$ cat src/rtl/multdiv_seq_if.sv
// Pipeline-side bundle of the mult/div sequencer.
//   req_valid/req_ready/req_op/req_a/req_b : one operation offered by the pipeline
//   resp_valid/resp_ready                  : response handshake back to the pipeline
//   resp_data/resp_exception/resp_timeout  : captured result and status
// The master modport is the pipeline; the slave modport is the sequencer.
interface multdiv_seq_if #(
   parameter int WIDTH = 32
) ();
   logic             req_valid;
   logic             req_ready;
   logic             req_op;
   logic [WIDTH-1:0] req_a;
   logic [WIDTH-1:0] req_b;
   logic             resp_valid;
   logic             resp_ready;
   logic [WIDTH-1:0] resp_data;
   logic             resp_exception;
   logic             resp_timeout;

   modport master (
      output req_valid, req_op, req_a, req_b, resp_ready,
      input  req_ready, resp_valid, resp_data, resp_exception, resp_timeout
   );

   modport slave (
      input  req_valid, req_op, req_a, req_b, resp_ready,
      output req_ready, resp_valid, resp_data, resp_exception, resp_timeout
   );
endinterface

$ cat src/rtl/multdiv_seq.sv
// Sequencer sitting in front of the iterative multiplier/divider.
// Accepts one operation, latches its operands, fires a one-cycle start pulse to
// the selected unit, waits for the unit's ready (or a timeout), then holds the
// response until the pipeline takes it.
// Ports:
//   clk            rising-edge clock
//   reset_n        synchronous reset, active-low
//   pipe           pipeline request/response bundle (slave side)
//   unit_a/unit_b  latched operands to the unit, stable from START until IDLE
//   ctrl_MULT      one-cycle start pulse to the multiplier
//   ctrl_DIV       one-cycle start pulse to the divider
//   unit_result    result from the selected unit
//   unit_exception overflow / divide-by-zero flag from the unit
//   unit_rdy       unit result valid
//   busy           high in START, WAIT and DONE
module multdiv_seq #(
   parameter int WIDTH      = 32,
   parameter int MAX_CYCLES = 40
) (
   input  logic             clk,
   input  logic             reset_n,
   multdiv_seq_if.slave     pipe,
   output logic [WIDTH-1:0] unit_a,
   output logic [WIDTH-1:0] unit_b,
   output logic             ctrl_MULT,
   output logic             ctrl_DIV,
   input  logic [WIDTH-1:0] unit_result,
   input  logic             unit_exception,
   input  logic             unit_rdy,
   output logic             busy
);

   localparam int CNT_W = $clog2(MAX_CYCLES) + 1;
   localparam logic [CNT_W-1:0] CNT_LAST = CNT_W'(MAX_CYCLES - 1);
   localparam logic [CNT_W-1:0] CNT_SAT  = '1;

   typedef enum logic [1:0] {IDLE, START, WAIT, DONE} state_t;

   state_t           state_reg, state_next;
   logic [CNT_W-1:0] cnt_reg;
   logic [WIDTH-1:0] a_reg, b_reg, data_reg;
   logic             op_reg, exc_reg, tmo_reg;

   // Timeout only counts when the unit has not answered in that same cycle.
   logic timeout_hit;
   assign timeout_hit = (cnt_reg == CNT_LAST) && !unit_rdy;

   always_ff @(posedge clk) begin
      if (!reset_n) begin
         state_reg <= IDLE;
         cnt_reg   <= '0;
         a_reg     <= '0;
         b_reg     <= '0;
         op_reg    <= 1'b0;
         data_reg  <= '0;
         exc_reg   <= 1'b0;
         tmo_reg   <= 1'b0;
      end else begin
         state_reg <= state_next;
         case (state_reg)
            IDLE: begin
               if (pipe.req_valid) begin
                  a_reg  <= pipe.req_a;
                  b_reg  <= pipe.req_b;
                  op_reg <= pipe.req_op;
               end
            end
            START: cnt_reg <= '0;
            WAIT: begin
               if (cnt_reg != CNT_SAT)
                  cnt_reg <= cnt_reg + 1'b1;
               if (unit_rdy) begin
                  data_reg <= unit_result;
                  exc_reg  <= unit_exception;
                  tmo_reg  <= 1'b0;
               end else if (timeout_hit) begin
                  data_reg <= '0;
                  exc_reg  <= 1'b1;
                  tmo_reg  <= 1'b1;
               end
            end
            default: ;
         endcase
      end
   end

   always_comb begin
      state_next     = state_reg;
      pipe.req_ready = 1'b0;
      ctrl_MULT      = 1'b0;
      ctrl_DIV       = 1'b0;
      busy           = 1'b1;
      case (state_reg)
         IDLE: begin
            pipe.req_ready = 1'b1;
            busy           = 1'b0;
            if (pipe.req_valid)
               state_next = START;
         end
         START: begin
            // A unit_rdy seen here belongs to the previous operation.
            ctrl_MULT  = !op_reg;
            ctrl_DIV   = op_reg;
            state_next = WAIT;
         end
         WAIT: begin
            if (unit_rdy || timeout_hit)
               state_next = DONE;
         end
         DONE: begin
            if (pipe.resp_ready)
               state_next = IDLE;
         end
         default: state_next = IDLE;
      endcase
   end

   assign pipe.resp_valid     = (state_reg == DONE);
   assign pipe.resp_data      = data_reg;
   assign pipe.resp_exception = exc_reg;
   assign pipe.resp_timeout   = tmo_reg;
   assign unit_a              = a_reg;
   assign unit_b              = b_reg;

endmodule
$ cat src/flat_wrapper.sv
// flat-port wrapper written by rule: the top's interface ports become plain ports
module multdiv_seq_flat 
#(
   parameter int WIDTH      = 32,
   parameter int MAX_CYCLES = 40
)
  (clk, reset_n, unit_a, unit_b, ctrl_MULT, ctrl_DIV, unit_result, unit_exception, unit_rdy, busy, pipe_req_valid, pipe_req_op, pipe_req_a, pipe_req_b, pipe_resp_ready, pipe_req_ready, pipe_resp_valid, pipe_resp_data, pipe_resp_exception, pipe_resp_timeout);
  multdiv_seq_if #(.WIDTH(WIDTH)) pipe_i ();
  input  logic clk;
  input  logic reset_n;
  output logic [WIDTH-1:0] unit_a;
  output logic [WIDTH-1:0] unit_b;
  output logic ctrl_MULT;
  output logic ctrl_DIV;
  input  logic [WIDTH-1:0] unit_result;
  input  logic unit_exception;
  input  logic unit_rdy;
  output logic busy;
  input wire logic [$bits(pipe_i.req_valid)-1:0] pipe_req_valid;
  input wire logic [$bits(pipe_i.req_op)-1:0] pipe_req_op;
  input wire logic [$bits(pipe_i.req_a)-1:0] pipe_req_a;
  input wire logic [$bits(pipe_i.req_b)-1:0] pipe_req_b;
  input wire logic [$bits(pipe_i.resp_ready)-1:0] pipe_resp_ready;
  output wire logic [$bits(pipe_i.req_ready)-1:0] pipe_req_ready;
  output wire logic [$bits(pipe_i.resp_valid)-1:0] pipe_resp_valid;
  output wire logic [$bits(pipe_i.resp_data)-1:0] pipe_resp_data;
  output wire logic [$bits(pipe_i.resp_exception)-1:0] pipe_resp_exception;
  output wire logic [$bits(pipe_i.resp_timeout)-1:0] pipe_resp_timeout;
  assign pipe_i.req_valid = pipe_req_valid;
  assign pipe_i.req_op = pipe_req_op;
  assign pipe_i.req_a = pipe_req_a;
  assign pipe_i.req_b = pipe_req_b;
  assign pipe_i.resp_ready = pipe_resp_ready;
  assign pipe_req_ready = pipe_i.req_ready;
  assign pipe_resp_valid = pipe_i.resp_valid;
  assign pipe_resp_data = pipe_i.resp_data;
  assign pipe_resp_exception = pipe_i.resp_exception;
  assign pipe_resp_timeout = pipe_i.resp_timeout;
  multdiv_seq #(.WIDTH(WIDTH), .MAX_CYCLES(MAX_CYCLES)) u_core (.clk(clk), .reset_n(reset_n), .pipe(pipe_i), .unit_a(unit_a), .unit_b(unit_b), .ctrl_MULT(ctrl_MULT), .ctrl_DIV(ctrl_DIV), .unit_result(unit_result), .unit_exception(unit_exception), .unit_rdy(unit_rdy), .busy(busy));
endmodule
$ cat config.mk
export PLATFORM = sky130hd
export DESIGN_NAME = multdiv_seq_flat
export DESIGN_NICKNAME = d
export VERILOG_FILES = /design/src/rtl/multdiv_seq_if.sv /design/src/rtl/multdiv_seq.sv /design/src/flat_wrapper.sv
export SDC_FILE = /design/constraint.sdc
export NUM_CORES = 1
export LEC_CHECK = 0
export BUFFER_PORTS_ARGS = -buffer_cell sky130_fd_sc_hd__buf_2
export CAP_MARGIN = 20
export CORE_MARGIN = 5
export CORE_UTILIZATION = 41
export DETAILED_ROUTE_END_ITERATION = 8
export GPL_TIMING_DRIVEN = 0
export PLACE_DENSITY = 0.76
export SETUP_SLACK_MARGIN = 0.2
export SLEW_MARGIN = 20
export SYNTH_ARGS = -nofsm -noshare
export SYNTH_HDL_FRONTEND = slang
export SYNTH_SLANG_ARGS = --single-unit
$ cat constraint.sdc
create_clock -name clk -period 1.4 [get_ports clk]
set_input_delay 0.14 -clock clk [delete_from_list [all_inputs] [get_ports clk]]
set_output_delay 0.14 -clock clk [all_outputs]
set_load 0.05 [all_outputs]
==> flow_metrics.tcl, run 1 <==
set metrics [dict create \
    grt_max_degree 19 \
    synth_fp_nets 537 \
    worstMarginPinSlew_ns 0.604 \
    root_buffer "clkbuf_8" \
    area_growth_pct 94.8 \
    final.setup_skew_ns 0.0136 \
    slew_viol_final 0 \
    synth-compound-area-share_pct 22.9 \
    netlist_area_mm2 0.00397 \
    whs_ns 0.00446 \
    final_area_mm2 0.00774 \
    dpl.hpwl_um 8510 \
    power.internal_mw 7.11 \
    fmax_ghz 0.667 \
    yosysTopAreaCell "dfxtp_1" \
    fp.dieH_um 108 \
    synth-simple-area-share_pct 16.6 \
    arrival_ns 1.77 \
    p_leak_nw 3.57 \
    route.detailed.drc 0 \
    end_kind "flip-flop" \
    p_sw_share_pct 41.1 \
    worst_ir_drop_vdd_mv 0.959 \
    grt_use_total_pct 27.3 \
    core_mm2 0.00959 \
    criticalPathCategory "flip-flop to flip-flop" \
    routed_via_density 5.16 \
    final_cells 912 \
    cpPeakStageDelay_ns 0.37 \
    gp_congestion 0.751 \
    pin_count 206 \
    r2r_cells 5 \
    synth_top_area_share_pct 54.4 \
    cp.buffers_inverters 1 \
    layout_setup_ws_ns -0.100 \
    synthMuxAreaShare_pct 0.252 \
    rsz0062_at_grt "yes" \
    dr.pass1.iters 4 \
    power_density_mw_per_mm2 1560 \
    cp.depth 5 \
    insertion_delay_ns 0.38 \
    drive_above_1_share_pct 53.0 \
    cap_violations 0 \
    io_buffer_count 205 \
    start_util_pct 41.4 \
    start_kind "flip-flop" \
    status "finished with violations" \
    synthXorXnorAreaFrac_pct 0 \
    wl_um 17300 \
    cts_tree "yes" \
    num-fill-cells 550 \
    clkPwrFrac_pct 18.6 \
    numClockSinks 108 \
    ys_warn_count 0 \
    crit_slowest_cell "dfxtp_4" \
    synth_fa_ha_area_share_pct 1.89 \
    worstPathMaxFanout 6 \
    antenna_found_initial 0 \
    vias 4702 \
    synth_enable_flop_cells 0 \
    h-tree-depth 3 \
    synthCells 428 \
    setup_viol 77 \
    path_clk_slew_ns 0.11 \
    drt_iter0_markers 219 \
    critPathTopFamily "compound AO/OA/AOI/OAI gates" \
    final.period_utilization_pct 107 \
    pwr-share-comb_pct 50.1 \
    final_nets 883 \
    grt_overflow 0 \
    crit_required_ns 1.67 \
    power_switching_mw 4.96 \
    violations "setup timing" \
    die-area_mm2 0.0118 \
    synth_area_leaders "dfxtp_1 (54%), nand2_1 (13%), a21boi_0 (12%)" \
    die_w_um 108 \
    grt_pass1_wl_um 25100 \
    synth_cell_types 34 \
    worstHoldPathType "input pin to flip-flop" \
    relSlewSlack_pct 59.7 \
    antenna_cells 0 \
    ant_nets 0 \
    placed_cell_area_mm2 0.00526 \
    wl_per_cell_um 19.0 \
    fin_util_pct 80.7 \
    synth_top_family_by_area "compound AO/OA/AOI/OAI gates" \
    hold_violations 0 \
    clockBufferDepth 2 \
    synth_area_per_cell_um2 9.28 \
    yosysSeqAreaShare_pct 54.4 \
    rows 36 \
    min_period_ns 1.50 \
    placed_cells 766 \
    numCtsBuffers 9 \
    synth-seq-cells 108 \
    min_delay_path_depth 3 \
    crit_path_cell_trace "nor4b_4 -> a31o_4 -> a21boi_4 -> buf_6 -> a22o_1" \
    synthArstFlopShare_pct 0 \
    power_frac_seq_pct 31.4 \
    grt_pass1_vias 4894 \
    ys.flop_type "dfxtp_1" \
]
## layout by cell type, fill, tap and decap left out, types with 3 or more instances in the layout
master,Yosys,routed
nand2_1,139,94
o21ai_2,0,3
clkbuf_16,0,6
a21boi_2,0,33
inv_6,0,3
buf_2,3,186
clkbuf_8,0,18
dfxtp_4,0,4
a21boi_1,0,33
buf_12,0,5
buf_6,3,19
and2_4,0,3
dfxtp_2,0,3
nand2_2,0,23
buf_4,0,19
a22o_1,32,32
buf_16,0,5
ha_4,0,4
dfxtp_1,108,101
nand2_4,0,22
clkbuf_1,19,8
clkbuf_4,0,17
buf_8,0,10
nor2_1,6,3
dlygate4sd3_1,0,82
## per-stage QoR
| stage | setup TNS (ns) | setup WS, ns | power, mW |
|---|---|---|---|
| final | -3.77 | -0.100 | 12.1 |
| after global routing | -7.41 | -0.140 | 12.5 |
| after CTS | -1.72 | -0.0522 | 11.4 |
| after detailed placement | -9.74 | -0.159 | 7.46 |
| after global placement | -6.99 | -0.129 | 7.37 |
| after floorplan | -0.648 | -0.171 | 6.52 |
## cell usage after synthesis (all sizes together), types with 2 or more instances
cell and count:
and2 3, nor2 6, dfxtp 108, and3 2, nor3 2, nand2 139
buf 11, a21boi 67, a22o 32, a21oi 4, nand3 3, clkbuf 19
nor2b 2, inv 5, ha 6, o22ai 2, o21ai 3
## cell families after synthesis
| family | Yosys count |
|---|---|
| adders and majority gates | 6 |
| DFF | 108 |
| AOI/OAI and AO/OA | 116 |
| and+or+nand+nor | 162 |
| muxes | 1 |
| buffers and inverters | 35 |
## cell type report
cell class / count / area (um^2) / area share, %
plain buffers: 30 / 395 / 5.11
clock buffers: 10 / 138 / 1.78
clock inverters: 6 / 93.8 / 1.21
inverters: 5 / 32.5 / 0.420
multi-input cells: 285 / 2220 / 28.6
flip-flops and latches: 108 / 2180 / 28.2
well taps: 133 / 166 / 2.15
repair buffers: 335 / 2520 / 32.5
## per-layer routing
metal | vias to the layer above | wire, um | track usage (%)
met5 | - | 0 | 0
met2 | 232 | 9160 | 50.6
met1 | 2262 | 6180 | 29.0
met4 | 0 | 680 | 12.4
met3 | 59 | 1270 | 6.75
li1 | 2149 | - | -
## power by group through the flow
stage / clock, mW / combinational (mW) / sequential (mW)
after floorplan: 0 / 1.45 / 5.08
after detailed placement: 0 / 3.67 / 3.78
after CTS: 2.22 / 5.42 / 3.75
final: 2.24 / 6.05 / 3.79
after global routing: 2.37 / 6.33 / 3.83
after global placement: 0 / 3.61 / 3.76
## worst register-to-register path: cells and delay by family, from the launching register on
kind,cells,cell delay (ns)
AO/OA/AOI/OAI,3,0.54
buffers and inverters,1,0.16
flip-flops,1,0.37
AND/OR/NAND/NOR,1,0.34
## final timing paths
path | start | endpoint | slack [ns]
worst max register to register | u_core.cnt_reg[3]$_SDFFE_PN0P_ | u_core.pipe.resp_data[9]$_SDFFE_PN0P_ | -0.10
worst max-delay path | u_core.cnt_reg[3]$_SDFFE_PN0P_ | u_core.pipe.resp_data[9]$_SDFFE_PN0P_ | -0.10
worst min-delay path | pipe_req_b[20] | u_core.unit_b[20]$_SDFFE_PN0P_ | 0.004
worst min register to register | u_core.unit_b[14]$_SDFFE_PN0P_ | u_core.unit_b[14]$_SDFFE_PN0P_ | 0.46
## what timing repair did
action | in CTS | in global routing
cloned | 13 | 0
endpoints found under the setup margin | 113 | 129
hold buffers | 79 | 3
buffers inserted | 30 | 5
pin swaps | 48 | 54
hold endpoints to repair | 79 | 3
resized for setup | 204 | 111
Note: power is estimated with default switching activity, not from simulation.
==> inputs of run 2 (changes only) <==
- CELL_PAD_IN_SITES_DETAIL_PLACEMENT: unset -> 2
- CELL_PAD_IN_SITES_GLOBAL_PLACEMENT: unset -> 2
- CORE_UTILIZATION: 41 -> 22
- PLACE_DENSITY: 0.76 -> unset
- PLACE_DENSITY_LB_ADDON: unset -> 0.1
==> run 2 against run 1 <==
Effect of this change:
- the flow still finishes with violations (setup timing)
- clock skew fell by 0.0043 ns
- sequential share of layout area rose by 0.68 points
- critical endpoint is now u_core.pipe.resp_data[19]$_SDFFE_PN0P_
- final cell count increased by 4.9%
- global-route usage is 11 points lower
- combinational power up 7.4%
- register-to-register slack hardly changed
- utilization decreased by 38 points
- worst hold slack improved by 0.0098 ns
- clock power up 20%
- routed wire length shrank 2.6%
- sequential cell count is the same
- cell area decreased by 2.1%
==> flow_metrics.tcl, run 2 (synthesis gave the netlist of run 1 again) <==
set metrics [dict create \
    worstMarginPinSlew_ns 0.555 \
    final_cells 957 \
    route.detailed.drc 0 \
    pin_count 206 \
    antenna_found_initial 0 \
    final.period_utilization_pct 108 \
    path_clk_slew_ns 0.08 \
    placed_cells 862 \
    min_delay_path_depth 2 \
    wl_um 16900 \
    rows 49 \
    grt_max_degree 19 \
    end_kind "flip-flop" \
    cts_tree "yes" \
    gp_congestion 0.750 \
    worst_ir_drop_vdd_mv 0.649 \
    root_buffer "clkbuf_16" \
    grt_pass1_vias 4720 \
    tns_ns -3.34 \
    hold_violations 0 \
    final_cell_mix "buf_2 (198), dfxtp_1 (101), nand2_1 (61)" \
    fp.dieH_um 144 \
    r2r_cells 6 \
    dr.pass1.iters 4 \
    min_period_ns 1.51 \
    fmax_ghz 0.664 \
    drt_iter0_markers 77 \
    grt_use_total_pct 15.9 \
    start_kind "flip-flop" \
    arrival_ns 1.75 \
    cap_violations 0 \
    numClockSinks 108 \
    insertion_delay_ns 0.35 \
    die-area_mm2 0.0208 \
    h-tree-depth 3 \
    layout_setup_ws_ns -0.106 \
    rsz0062_at_grt "yes" \
    relSlewSlack_pct 63.0 \
    worstPathMaxFanout 6 \
    power_density_mw_per_mm2 1710 \
    core_mm2 0.0179 \
    vias 4247 \
    wl_per_cell_um 17.6 \
    antenna_cells 0 \
    p_leak_nw 3.54 \
    worstHoldPathType "input pin to flip-flop" \
    ant_nets 0 \
    die_w_um 144 \
    violations "setup timing" \
    area_growth_pct 90.7 \
    drive_above_1_share_pct 59.8 \
    fin_util_pct 42.3 \
    numCtsBuffers 9 \
    final_nets 832 \
    grt_overflow 0 \
    setup_viol 65 \
    io_buffer_count 205 \
    crit_required_ns 1.64 \
    start_util_pct 22.2 \
    dpl.hpwl_um 10900 \
    final_common_cell "buf_2" \
    slew_viol_final 0 \
    criticalPathCategory "flip-flop to flip-flop" \
    grt_pass1_wl_um 25600 \
    clockBufferDepth 2 \
    routed_via_density 4.44 \
    place_ws_ns -0.266 \
    final.setup_skew_ns 0.00929 \
    status "finished with violations" \
]
==> run 2: cell types whose count changed in the layout (fill, tap and decap cells not counted), sizes merged <==
cell / change
dlygate4sd3: -57
buf: +20
clkbuf: -15
clkinv: +2
bufbuf: +1
bufinv: -1
clkinvlp: -1
==> run 2: stage by stage <==
stage          power, mW  instance area (um^2)  hold slack [ns]
2_1_floorplan       6.52                  4070            0.273
3_3_place_gp        7.50                  5380            0.359
3_5_place_dp        7.60                  5380            0.364
4_1_cts             12.8                  7210         0.000265
5_1_grt             13.7                  7580          0.00565
6_report            13.0                  7580           0.0143
==> run 2: layer usage <==
layer / vias up / global-route usage (%) / part of all wire, %
li1: 2053 / - / -
met1: 2063 / 18.4 / 40
met2: 117 / 28.6 / 52
met3: 14 / 4.96 / 6.9
met4: 0 / 4.17 / 1.3
met5: - / 0 / 0
==> run 2: power breakdown <==
| group | internal [mW] | switching (mW) |
|---|---|---|
| sequential | 3.50 | 0.280 |
| clock | 1.46 | 1.23 |
| combinational | 2.89 | 3.62 |
==> run 2: cell type report <==
| cell class | count | area (um^2) |
|---|---|---|
| well taps | 229 | 287 |
| multi-input cells | 285 | 2280 |
| clock inverters | 6 | 70.1 |
| clock buffers | 10 | 239 |
| plain buffers | 30 | 428 |
| flip-flops and latches | 108 | 2190 |
| inverters | 5 | 30.0 |
| repair buffers | 284 | 2060 |
| fillers | 1964 | 10300 |
==> run 2: path summary, 6_finish.rpt <==
kind,start,endpoint,slack [ns]
max,u_core.cnt_reg[4]$_SDFFE_PN0P_,u_core.pipe.resp_data[19]$_SDFFE_PN0P_,-0.11
min,unit_result[17],u_core.pipe.resp_data[17]$_SDFFE_PN0P_,0.01
max reg2reg,u_core.cnt_reg[4]$_SDFFE_PN0P_,u_core.pipe.resp_data[19]$_SDFFE_PN0P_,-0.11
min reg2reg,u_core.unit_a[29]$_SDFFE_PN0P_,u_core.unit_a[29]$_SDFFE_PN0P_,0.45
==> run 2: worst max-delay path: stages (launching register included) <==
cell	delay (ns)
dfxtp_4	0.36
nor4b_4	0.32
a31o_4	0.22
a21boi_4	0.06
buf_6	0.14
buf_6	0.13
a22o_1	0.18
==> run 2: timing repair <==
item | in CTS | in global routing
buffers inserted | 28 | 8
endpoints found under the setup margin | 113 | 115
hold buffers | 25 | 0
endpoints found under the hold margin | 25 | 0
cloned | 18 | 0
pin swaps | 75 | 69
resized for setup | 248 | 83
==> inputs of run 3 (changes only) <==
- SKIP_LAST_GASP: unset -> 1
==> run 3 against run 2 <==
Effect of this change:
- the run still ends with setup timing left
- worst hold slack better by 0.0014 ns
- via count increased by 0.19%
- utilization about the same
- global-route usage fell by 0.15 points
- non-clock buffer count grew 3
- clock power barely moved
- register-to-register slack barely moved
- maximum frequency increased by 0.57%
- first-iteration DRC count fell by 18%
- worst setup slack improved by 0.0085 ns
==> flow_metrics.tcl, run 3 (synthesis gave the netlist of run 1 again) <==
set metrics [dict create \
    cp-endpoint "u_core.pipe.resp_data[19]$_SDFFE_PN0P_" \
    crit_required_ns 1.65 \
    placed_cells 862 \
    grt_pass1_vias 4685 \
    gp_congestion 0.750 \
    rsz0062_at_grt "yes" \
    die-area_mm2 0.0208 \
    grt_max_degree 19 \
    core_mm2 0.0179 \
    startpoint "u_core.cnt_reg[4]$_SDFFE_PN0P_" \
    status "finished with violations" \
    start_kind "flip-flop" \
    num-fill-cells 1955 \
    worstMarginPinSlew_ns 0.565 \
    dr.pass1.iters 4 \
    numCtsBuffers 9 \
    insertion_delay_ns 0.35 \
    cts_tree "yes" \
    setup_viol 65 \
    grt_pass1_wl_um 25400 \
    routed_via_density 4.43 \
    cp_common_cell "buf_6" \
    area_growth_pct 90.6 \
    antenna_cells 0 \
    fp.dieH_um 144 \
    crit_slowest_cell "dfxtp_4" \
    wl_per_cell_um 17.7 \
    clockBufferDepth 2 \
    r2r_cells 6 \
    final_cell_mix "buf_2 (200), dfxtp_1 (101), nand2_1 (75)" \
    vias 4255 \
    final.setup_skew_ns 0.00852 \
    pin_count 206 \
    min_period_ns 1.50 \
    start_util_pct 22.2 \
    final_nets 835 \
    cpPeakStageDelay_ns 0.36 \
    criticalPathCategory "flip-flop to flip-flop" \
    io_buffer_count 205 \
    relSlewSlack_pct 62.4 \
    rows 49 \
    worst_ir_drop_vdd_mv 0.649 \
    final.period_utilization_pct 107 \
    crit_path_cell_trace "nor4b_4 -> a31o_4 -> a21boi_4 -> buf_6 -> buf_6 -> a22o_1" \
    final_cells 960 \
    route.detailed.drc 0 \
    dpl.hpwl_um 10900 \
    p_leak_nw 3.54 \
    worstPathMaxFanout 6 \
    numClockSinks 108 \
    worst_r2r_endpoint "u_core.pipe.resp_data[19]$_SDFFE_PN0P_" \
    antenna_found_initial 0 \
    r2r_setup_slack_ns -0.1 \
    cap_violations 0 \
    violations "setup timing" \
    hold_violations 0 \
    drive_above_1_share_pct 58.3 \
    path_clk_slew_ns 0.08 \
    final_common_cell "buf_2" \
    fmax_ghz 0.668 \
    root_buffer "clkbuf_16" \
    power_density_mw_per_mm2 1710 \
    layout_setup_ws_ns -0.0973 \
    timing.rr.start "u_core.cnt_reg[4]$_SDFFE_PN0P_" \
    h-tree-depth 3 \
    arrival_ns 1.74 \
    grt_use_total_pct 15.8 \
    drt_iter0_markers 63 \
    wl_um 17000 \
    worstHoldPathType "input pin to flip-flop" \
    die_w_um 144 \
    ant_nets 0 \
    grt_overflow 0 \
    end_kind "flip-flop" \
    power_mw 13.0 \
    slew_viol_final 0 \
    whs_ns 0.0156 \
]
-- run 3: cell types whose count changed in the layout (fill, tap and decap cells not counted), sizes merged --
cell	change
buf	+5
clkbuf	-2
-- run 3: how the worst min path moves through the flow --
stage                                              to            start  cells past startpoint  slack (ns)
2_1_floorplan   u_core.pipe.resp_data[0]$_SDFFE_PN0P_   unit_result[0]                      1        0.27
4_1_cts        u_core.pipe.resp_data[17]$_SDFFE_PN0P_  unit_result[17]                      2      0.0003
3_5_place_dp   u_core.pipe.resp_data[21]$_SDFFE_PN0P_  unit_result[21]                      2        0.36
3_3_place_gp   u_core.pipe.resp_data[18]$_SDFFE_PN0P_  unit_result[18]                      2        0.36
5_1_grt        u_core.pipe.resp_data[17]$_SDFFE_PN0P_  unit_result[17]                      2       0.006
6_report       u_core.pipe.resp_data[17]$_SDFFE_PN0P_  unit_result[17]                      2        0.02
-- run 3: routing by layer --
metal | vias up | GRT usage, % | share of wire (%) | wire length [um]
met5 | - | 0 | 0 | 0
li1 | 2055 | - | - | -
met2 | 122 | 27.9 | 52 | 8830
met1 | 2061 | 18.4 | 39 | 6700
met3 | 17 | 4.93 | 6.9 | 1170
met4 | 0 | 4.42 | 1.7 | 286
-- run 3: worst max-delay path, delay by kind of cell (launching register included) --
family          cells  cell delay, ns
compound gates      3            0.45
flops               1            0.36
simple gates        1            0.31
buf+inv             2            0.27
-- run 3: report_power, final --
group | internal, mW | leakage [nW] | total (mW) | switching (mW)
Combinational | 2.88 | 2.50 | 6.49 | 3.61
Clock | 1.46 | 0.153 | 2.70 | 1.25
Sequential | 3.50 | 0.886 | 3.78 | 0.277
-- run 3: final cells by class --
type / instances / area, um^2 / share of cell area (%)
flip-flops and latches: 108 / 2190 / 28.9
clock inverters: 6 / 70.1 / 0.925
multi-input cells: 285 / 2250 / 29.6
plain buffers: 30 / 423 / 5.58
repair buffers: 287 / 2090 / 27.7
inverters: 5 / 30.0 / 0.396
well taps: 229 / 287 / 3.78
clock buffers: 10 / 239 / 3.15
-- run 3: metrics by stage --
stage | area, um^2 | TNS (ns) | util, % | worst slack (ns)
after floorplan | 4070 | -0.648 | - | -0.171
after global placement | 5380 | -11.21 | 30.1 | -0.216
after detailed placement | 5380 | -14.62 | 30.1 | -0.266
after CTS | 7120 | -2.36 | 39.8 | -0.0827
final | 7570 | -3.15 | 42.3 | -0.0973
after global routing | 7570 | -8.13 | 42.3 | -0.166
-- run 3: repair_timing --
action | in CTS | in global routing
setup buffers | 28 | 11
pin swaps | 60 | 76
gates resized for setup | 206 | 112
cloned | 18 | 0
endpoints found under the setup margin | 113 | 114
hold endpoints to repair | 25 | 0
hold buffers | 25 | 0
